**config.mk**
```make
export PLATFORM = sky130hd
export DESIGN_NAME = fpnew_output_arbiter
export DESIGN_NICKNAME = d
export VERILOG_FILES = /design/src/rtl/fpnew_output_arbiter.sv
export SDC_FILE = /design/constraint.sdc
export NUM_CORES = 1
export LEC_CHECK = 0
export ABC_AREA = 1
export BUFFER_PORTS_ARGS = -buffer_cell sky130_fd_sc_hd__buf_4
export CAP_MARGIN = 20
export CORE_AREA = 3 3 156 120
export CTS_CLUSTER_SIZE = 28
export DETAILED_ROUTE_END_ITERATION = 16
export DIE_AREA = 0 0 159 123
export PLACE_DENSITY = 0.6
export SLEW_MARGIN = 20
export SYNTH_ARGS = -nofsm -noshare
export SYNTH_HDL_FRONTEND = slang
export SYNTH_SLANG_ARGS = --single-unit
```
**constraint.sdc**
```tcl
create_clock -name clk_i -period 2.9 [get_ports clk_i]
set_input_delay 0.145 -clock clk_i [delete_from_list [all_inputs] [get_ports clk_i]]
set_output_delay 0.145 -clock clk_i [all_outputs]
set_load 0.005 [all_outputs]
```
**src/rtl/fpnew_output_arbiter.sv**
```systemverilog
// Round-robin merge of per-opgroup result streams into a single FPU result port.
// A 2-entry output buffer decouples in_ready_o from out_ready_i.
module fpnew_output_arbiter #(
    parameter int unsigned NumInputs = 4,
    parameter int unsigned Width     = 32,
    parameter int unsigned TagWidth  = 1,
    parameter int unsigned AuxWidth  = 1
) (
    input  logic                          clk_i,
    input  logic                          rst_i,
    input  logic                          flush_i,
    input  logic [NumInputs*Width-1:0]    in_result_i,
    input  logic [NumInputs*5-1:0]        in_status_i,
    input  logic [NumInputs-1:0]          in_extension_bit_i,
    input  logic [NumInputs*TagWidth-1:0] in_tag_i,
    input  logic [NumInputs*AuxWidth-1:0] in_aux_i,
    input  logic [NumInputs-1:0]          in_valid_i,
    output logic [NumInputs-1:0]          in_ready_o,
    output logic [Width-1:0]              result_o,
    output logic [4:0]                    status_o,
    output logic                          extension_bit_o,
    output logic [TagWidth-1:0]           tag_o,
    output logic [AuxWidth-1:0]           aux_o,
    output logic                          out_valid_o,
    input  logic                          out_ready_i,
    output logic                          busy_o
);

    localparam int unsigned PtrW   = (NumInputs > 1) ? $clog2(NumInputs) : 1;
    localparam int unsigned EntryW = Width + 5 + 1 + TagWidth + AuxWidth;

    logic [EntryW-1:0] entry_q [2];
    logic [EntryW-1:0] entry_d [2];
    logic              wr_ptr_q, wr_ptr_d;
    logic              rd_ptr_q, rd_ptr_d;
    logic [1:0]        count_q, count_d;
    logic [PtrW-1:0]   rr_ptr_q, rr_ptr_d;

    logic              space;
    logic              found;
    logic [PtrW-1:0]   grant;
    logic              push;
    logic              pop;
    logic [EntryW-1:0] new_entry;
    logic [EntryW-1:0] head;
    int                idx;

    // Head entry drives all result outputs
    assign head            = entry_q[rd_ptr_q];
    assign result_o        = head[EntryW-1 -: Width];
    assign status_o        = head[TagWidth+AuxWidth+1 +: 5];
    assign extension_bit_o = head[TagWidth+AuxWidth];
    assign tag_o           = head[AuxWidth +: TagWidth];
    assign aux_o           = head[AuxWidth-1:0];
    assign out_valid_o     = (count_q != 2'd0);
    assign busy_o          = (|in_valid_i) | out_valid_o;

    // Round-robin grant: walk downwards so the lowest offset from rr_ptr wins
    always_comb begin
        found = 1'b0;
        grant = '0;
        idx   = 0;
        for (int k = NumInputs - 1; k >= 0; k--) begin
            idx = int'(rr_ptr_q) + k;
            if (idx >= int'(NumInputs)) idx = idx - int'(NumInputs);
            if (in_valid_i[idx]) begin
                found = 1'b1;
                grant = PtrW'(idx);
            end
        end
    end

    always_comb begin
        space      = (count_q < 2'd2) & ~flush_i & ~rst_i;
        in_ready_o = '0;
        if (space && found) in_ready_o[grant] = 1'b1;
        push       = space & found;
        pop        = out_valid_o & out_ready_i;
        new_entry  = {in_result_i[int'(grant)*Width +: Width],
                      in_status_i[int'(grant)*5 +: 5],
                      in_extension_bit_i[grant],
                      in_tag_i[int'(grant)*TagWidth +: TagWidth],
                      in_aux_i[int'(grant)*AuxWidth +: AuxWidth]};
    end

    // Buffer and pointer next-state
    always_comb begin
        entry_d[0] = entry_q[0];
        entry_d[1] = entry_q[1];
        wr_ptr_d   = wr_ptr_q;
        rd_ptr_d   = rd_ptr_q;
        count_d    = count_q;
        rr_ptr_d   = rr_ptr_q;
        if (flush_i) begin
            wr_ptr_d = 1'b0;
            rd_ptr_d = 1'b0;
            count_d  = 2'd0;
        end else begin
            if (push) begin
                entry_d[wr_ptr_q] = new_entry;
                wr_ptr_d          = ~wr_ptr_q;
                rr_ptr_d          = (int'(grant) == int'(NumInputs) - 1) ? '0 : PtrW'(grant + 1'b1);
            end
            if (pop) rd_ptr_d = ~rd_ptr_q;
            if (push && !pop)      count_d = count_q + 2'd1;
            else if (pop && !push) count_d = count_q - 2'd1;
        end
    end

    always_ff @(posedge clk_i) begin
        if (rst_i) begin
            entry_q[0] <= '0;
            entry_q[1] <= '0;
            wr_ptr_q   <= 1'b0;
            rd_ptr_q   <= 1'b0;
            count_q    <= 2'd0;
            rr_ptr_q   <= '0;
        end else begin
            entry_q[0] <= entry_d[0];
            entry_q[1] <= entry_d[1];
            wr_ptr_q   <= wr_ptr_d;
            rd_ptr_q   <= rd_ptr_d;
            count_q    <= count_d;
            rr_ptr_q   <= rr_ptr_d;
        end
    end

endmodule

```
Yosys cells after proc, flatten, opt, wreduce, memory -nomap -nowiden
Memory sizes are Yosys's and may differ from the RTL's. A register that Yosys moved wholly into a read port is not among the register bits.
Index checks and enable logic that the tools add are counted.
{ "classes": {"bitwise": 12, "addsub": 10, "shifts": 4, "n_eq_ne": 1, "reduce_logical": 12, "div_mod_pow": 0, "n_mux": 44, "n_lt_le_gt_ge": 13, "multipliers": 1} }
{ "ops": {"columns": ["cell", "n"], "rows": [
  ["80-bit two-way mux", 2],
  ["32-bit by 4-bit < comparator with 1-bit output (second input constant)", 4],
  ["32-bit two-way mux", 4],
  ["128-bit by 8-bit variable part select with 32-bit output", 1],
  ["40-bit two-way mux", 3],
  ["80-bit bitwise mux", 1],
  ["40-bit demux with 1-bit select", 1],
  ["20-bit by 6-bit variable part select with 5-bit output", 1],
  ["1-bit two-way mux", 19],
  ["2-bit two-way mux", 7],
  ["3-bit by 3-bit subtractor with 4-bit output (second input constant)", 3],
  ["1-bit binary-select mux with 2-bit select", 5],
  ["3-bit greater-or-equal comparator (second input constant)", 3],
  ["4-bit by 3-bit variable part select with 1-bit output", 2],
  ["2-bit by 2-bit adder with 3-bit output (second input constant)", 2],
  ["1-bit logical AND", 5],
  ["2-bit by 3-bit multiplier with 5-bit output (second input constant)", 1],
  ["2-bit by 1-bit adder with 2-bit output (second input constant)", 2],
  ["1-bit AND", 4],
  ["4-bit two-way mux", 1],
  ["1-bit inverter", 4],
  ["2-bit nonzero test", 2],
  ["4-bit OR reduction", 1],
  ["2-bit by 3-bit subtractor with 4-bit output (second input constant)", 1],
  ["15 further kinds", 18]
]} }
{ "word_totals": {"ram_bits": 80, "elab_cells": 102, "mem_count": 1, "ff_bits": 6, "mem_bits_ro": 0, "latch_bits": 0} }
{ "memory_table": {"columns": ["name", "depth", "width", "read_ports", "rd_ports_with_merged_regs", "wr", "line_no", "text"], "rows": [
  ["entry_q", 2, 40, 3, 1, 2, "32", "logic [EntryW-1:0] entry_q [2];"]
]} }

Logic depth before layout (Yosys ltp)
{ "logic_depth": {"depth_word": 16, "mapped_depth": 14} }

Least setup slack after synthesis
Ideal clock, no wire load.
{ "synth_path": {"kind": "reg2reg", "from": "register rr_ptr_q[0]", "to": "register rr_ptr_q[1]", "required_time_ns": 2.781, "period_less_slack_ns": 1.903, "setup_time_ns": 0.119, "arrival_ns": 1.783, "setup_slack_ns": 0.997, "stages_incl_launch_ff": 13, "path_cell_list": "dfxtp_1 > buf_6 > xnor2_1 > nand2_1 > nand3_2 > nand2_1 > nand2_2 > nand2_1 > buf_6 > buf_4 > ha_1 > o21ai_0 > a21oi_1"} }
{ "synth_between": {"elab_chain_len": 12, "elab_cells_between_ends": 40, "cone_classes": "8 x add/sub; 4 x order compare; 1 x eq/ne; 25 x mux; 1 x bitwise; 1 x reduce/logical"} }
{ "synth_lines": {"columns": ["element", "line_no", "text"], "rows": [
  ["start: declaration", "37", "logic [PtrW-1:0] rr_ptr_q, rr_ptr_d;"],
  ["start signal: assignment", "124", "rr_ptr_q <= rr_ptr_d;"],
  ["2-bit by 2-bit adder with 3-bit output", "64", "idx = int'(rr_ptr_q) + k;"],
  ["3-bit by 3-bit subtractor with 4-bit output or 3-bit greater-or-equal comparator (tied branches)", "65", "if (idx >= int'(NumInputs)) idx = idx - int'(NumInputs);"],
  ["32-bit two-way mux", "65", null],
  ["1-bit binary-select mux with 2-bit select", "66", "if (in_valid_i[idx]) begin"],
  ["1-bit two-way mux (not written as such) (2 in series)", "66", null],
  ["2-bit two-way mux or 1-bit two-way mux (tied branches) (4 in series)", "66", null],
  ["2-bit by 1-bit adder with 2-bit output (tied with other cells)", "102", "rr_ptr_d = (int'(grant) == int'(NumInputs) - 1) ? '0 : PtrW'(grant + 1'b1);"],
  ["2-bit two-way mux or 2-bit AND reduction (tied branches)", null, null]
]} }
Parallel ways exist; a longest one is shown, timed or not. The select of a mux whose other input is x is not followed.
A chain may end at the register's enable or synchronous reset.

Worst setup path after layout
{ "layout_path": {"from": "register rr_ptr_q[0]", "to": "output port in_ready_o[0]"} }
{ "layout_between": {"elab_chain_len": 15, "elab_cells_between_ends": 42, "cone_classes": "7 x add/sub; 6 x order compare; 27 x mux; 2 x reduce/logical"} }
{ "layout_lines": {"columns": ["element", "line_no", "text"], "rows": [
  ["2-bit by 2-bit adder with 3-bit output", "64", null],
  ["3-bit by 3-bit subtractor with 4-bit output or 3-bit greater-or-equal comparator (tied branches)", "65", null],
  ["32-bit two-way mux", "65", null],
  ["1-bit binary-select mux with 2-bit select", "66", null],
  ["1-bit two-way mux (not written as such) (2 in series)", "66", null],
  ["2-bit two-way mux (4 in series)", "66", null],
  ["2-bit by 3-bit < comparator with 1-bit output (not written as such) or 2-bit by 1-bit greater-or-equal comparator with 1-bit output (tied branches)", "76", "if (space && found) in_ready_o[grant] = 1'b1;"],
  ["1-bit logical AND (not written as such)", "76", null],
  ["1-bit two-way mux (not written as such)", "76", null],
  ["1-bit demux with 2-bit select", "76", null],
  ["4-bit two-way mux (*)", "76", null],
  ["end: declaration", "18", "output logic [NumInputs-1:0] in_ready_o,"]
]} }
Every way passes the cells marked *; elsewhere a longest branch is shown, timed or not. The select of a mux whose other input is x is not followed.

==> impl_metrics.py <==
metrics = {
    "run_status": {
        "status": "complete, no violations",
    },
    "sta": {
        "fmax_mhz": 385,
        "tns_ns": 0,
        "rsz0062_at_grt": "no",
        "worstMarginPinSlew_ns": 0.611,
        "skew_ns": 0.00572,
        "relSlewSlack_pct": 59.3,
        "period_needed_ns": 2.59,
        "hold_viol": 0,
        "slew_viol_final": 0,
        "fin_ws_ns": 0.306,
        "setup_viol": 0,
        "finalCritPeriodShare_pct": 89.5,
    },
    "cells_and_area": {
        "drive_above_1_share_pct": 33.3,
        "fillerInstances": 1833,
        "final_cell_mix": "222 x buf_4, 166 x nand3_1, 139 x nand2_1",
        "final_common_cell": "buf_4",
        "nets": 1064,
        "n_antenna_cell": 0,
        "area_delta_synth_final_pct": 42.8,
    },
    "worst_setup_path": {
        "max_stage_delay_ns": 0.55,
        "crit_fanout": 23,
        "r2r_start": "rr_ptr_q[0]$_SDFFE_PP0N_",
        "endpoint_kind": "primary output",
        "crit_path_frequent_cell": "nand3_1",
        "cp_num_buf_inv": 3,
        "crit_type": "register to primary output",
        "crit_path_cell_trace": "inv_1 -> nand2_1 -> nand3_1 -> nand3_1 -> nand3_1 -> nand2_1 -> nand2_2 -> ha_1 -> inv_1 -> nor2_1 -> buf_4",
        "r2r_slack_ns": 0.53,
        "r2r_cells": 10,
        "cpMaxStageDelayCell": "dfxtp_1",
        "worst_ep_required_time_ns": 2.76,
        "arrival_ns": 2.45,
        "worst_setup_path_start_kind": "register",
        "r2r_end": "entry_q[0][31]$_SDFFE_PP0P_",
        "crit_family": "simple AND/OR/NAND/NOR gates",
    },
    "global_route": {
        "grt_overflow_total": 0,
        "grt.total_usage_pct": 16.3,
        "antenna_found_initial": 0,
        "grt_pass1_vias": 5117,
        "grt_max_degree": 82,
        "grt_first_pass_wirelength_mm": 26.1,
    },
    "clock_network": {
        "cts_resized": 0,
        "cts_buffers": 9,
        "post-cts-setup-buffer-count": 0,
        "clock_path_buffers": 2,
        "cts.clk_slew.worst_paths_ns": 0.06,
        "cts_tree": "built",
        "clk_latency_ns": 0.33,
        "ctsHoldBuffers": 0,
        "clockRootBuffer": "clkbuf_16",
        "cts_sinks": 87,
        "htree_num_levels": 3,
    },
    "floorplan": {
        "num_rows": 42,
        "die-area_um2": 19600,
        "die_width_um": 159,
        "coreArea_um2": 17400,
        "initial_core_util_pct": 28.5,
        "die_h_um": 123,
        "ioPinCount": 214,
    },
    "power": {
        "p_seq_share_pct": 33.7,
        "p_leak_nw": 3.33,
        "total_power_mw": 3.84,
        "swShare_pct": 32.2,
        "powerDensity_nw_per_um2": 541,
        "p_clk_share_pct": 31.9,
        "power.net_switching_mw": 1.24,
        "p_comb_share_pct": 34.4,
        "ir_worst_vdd_v": 0.000268,
        "p_int_mw": 2.60,
    },
    "synth": {
        "synth-xor-area-share_pct": 0.352,
        "synth_compound_area_share_pct": 17.8,
        "synthAdderAreaFrac_pct": 1.26,
        "synth_fp_nets": 888,
        "synth_seq_cells": 87,
        "yosys.area_share.simple_pct": 29.1,
        "synthCells": 715,
        "synth_top_family_by_area": "simple AND/OR/NAND/NOR gates",
        "syn-cell-area_um2": 4970,
        "synth_warnings": 0,
        "muxShareOfSynthArea_pct": 9.06,
        "synth_cell_types": 25,
        "yosysSeqAreaShare_pct": 35.0,
        "postSynthAreaPerCell_um2": 6.95,
    },
    "worst_hold_path": {
        "hp-start": "flush_i",
        "holdPathStages": 4,
        "holdPathEnd": "count_q[1]$_SDFFE_PP0P_",
        "hold_path_class": "primary input to register",
    },
    "detailed_routing": {
        "wire_per_inst_um": 14.2,
        "num_vias": 5417,
        "drt_iter0_drc": 243,
        "wl_met2_mm": 7.06,
        "met1_length_mm": 7.80,
        "drt-pass1-iter-count": 4,
        "wl_met3_mm": 1.22,
        "antenna_left": 0,
        "top_layer": "met4",
        "drt_wl_total_mm": 16.2,
        "vias_per_cell": 4.76,
        "route.detailed.drc": 0,
    },
    "placement": {
        "port_buffers": 213,
        "routabilityCongestion": 0.772,
        "dp_slack_ns": 0.504,
        "dpl.hpwl_mm": 11.4,
    },
    "run": {
        "maxCapViolations": 0,
    },
}
==> power by group through the flow <==
stage | logic, mW | registers [mW] | clock network, mW
finish | 1.32 | 1.30 | 1.23
global route | 1.49 | 1.31 | 1.32
CTS | 1.34 | 1.30 | 1.27
detailed placement | 1.33 | 1.32 | 0
global placement | 1.34 | 1.32 | 0
floorplan | 0.836 | 1.31 | 0
==> layout make-up <==
class / instances / area, µm² / area share, %
Tap cell: 242 / 303 / 4.26
Clock buffer: 12 / 246 / 3.47
Inverter: 21 / 78.8 / 1.11
Clock inverter: 3 / 67.6 / 0.952
Multi-Input combinational cell: 545 / 2900 / 40.8
Sequential cell: 87 / 1740 / 24.5
Timing Repair Buffer: 227 / 1770 / 24.9
==> layer usage <==
metal,GRT usage (%),up-vias
met4,3.23,0
li1,-,2819
met1,21.8,2403
met3,5.12,12
met5,0,-
met2,26.1,183
==> sequential cells by signal, indices dropped and copies added, names as in the netlist, named ones only <==
name,flops
rr_ptr_q,2
count_q,2
entry_q,80
rd_ptr_q,1
wr_ptr_q,1
==> synthesized netlist by cell type <==
cell	count	area [µm²]
a21boi_1	1	7.51
a21oi_1	87	435
buf_1	11	41.3
buf_2	9	45.0
buf_4	6	45.0
buf_6	3	33.8
clkbuf_1	33	124
clkinv_1	1	3.75
dfxtp_1	87	1740
ha_1	5	62.6
inv_1	14	52.6
inv_2	6	22.5
mux2_2	40	450
nand2_1	141	529
nand2_2	1	6.26
nand3_1	166	831
nand3_2	2	20.0
nand4_1	1	6.26
nor2_1	7	26.3
nor2_2	3	18.8
nor3_2	1	10.0
o21ai_0	87	435
o21ai_1	1	5.00
xnor2_1	1	8.76
xor2_1	1	8.76
==> cell families after synthesis <==
logic type / Yosys count
flops: 87
xor+xnor: 2
mux: 40
compound gates: 176
buf+inv: 83
simple gates: 322
fa+ha+maj: 5
==> worst max-delay path by stage <==
stage | from | end | depth (start not counted)
5_1_grt | rr_ptr_q[0]$_SDFFE_PP0N_ | in_ready_o[0] | 11
4_1_cts | rr_ptr_q[0]$_SDFFE_PP0N_ | in_ready_o[0] | 11
3_3_place_gp | rr_ptr_q[0]$_SDFFE_PP0N_ | entry_q[0][39]$_SDFFE_PP0P_ | 12
3_5_place_dp | rr_ptr_q[0]$_SDFFE_PP0N_ | entry_q[0][39]$_SDFFE_PP0P_ | 10
2_1_floorplan | rr_ptr_q[0]$_SDFFE_PP0N_ | rr_ptr_q[1]$_SDFFE_PP0N_ | 12
6_report | rr_ptr_q[0]$_SDFFE_PP0N_ | in_ready_o[0] | 11
==> through the flow <==
step | hold slack [ns] | cells | cell area (µm²) | util [%]
finish | 0.0908 | 1137 | 7100 | 40.7
global route | 0.107 | 1137 | 7100 | 40.7
CTS | 0.0730 | 1137 | 7100 | 40.7
detailed placement | 0.436 | 1122 | 6790 | 38.9
global placement | 0.429 | 1122 | 6790 | 38.9
floorplan | 0.304 | 715 | 4970 | -
==> worst reg2reg max path: cells and delay by family, from the launching register on <==
kind / cells / cell delay, ns
AO/OA/AOI/OAI: 1 / 0.07
buffers and inverters: 2 / 0.51
flip-flops: 1 / 0.55
AND/OR/NAND/NOR: 7 / 1.11
(Power assumes the default switching activity.)
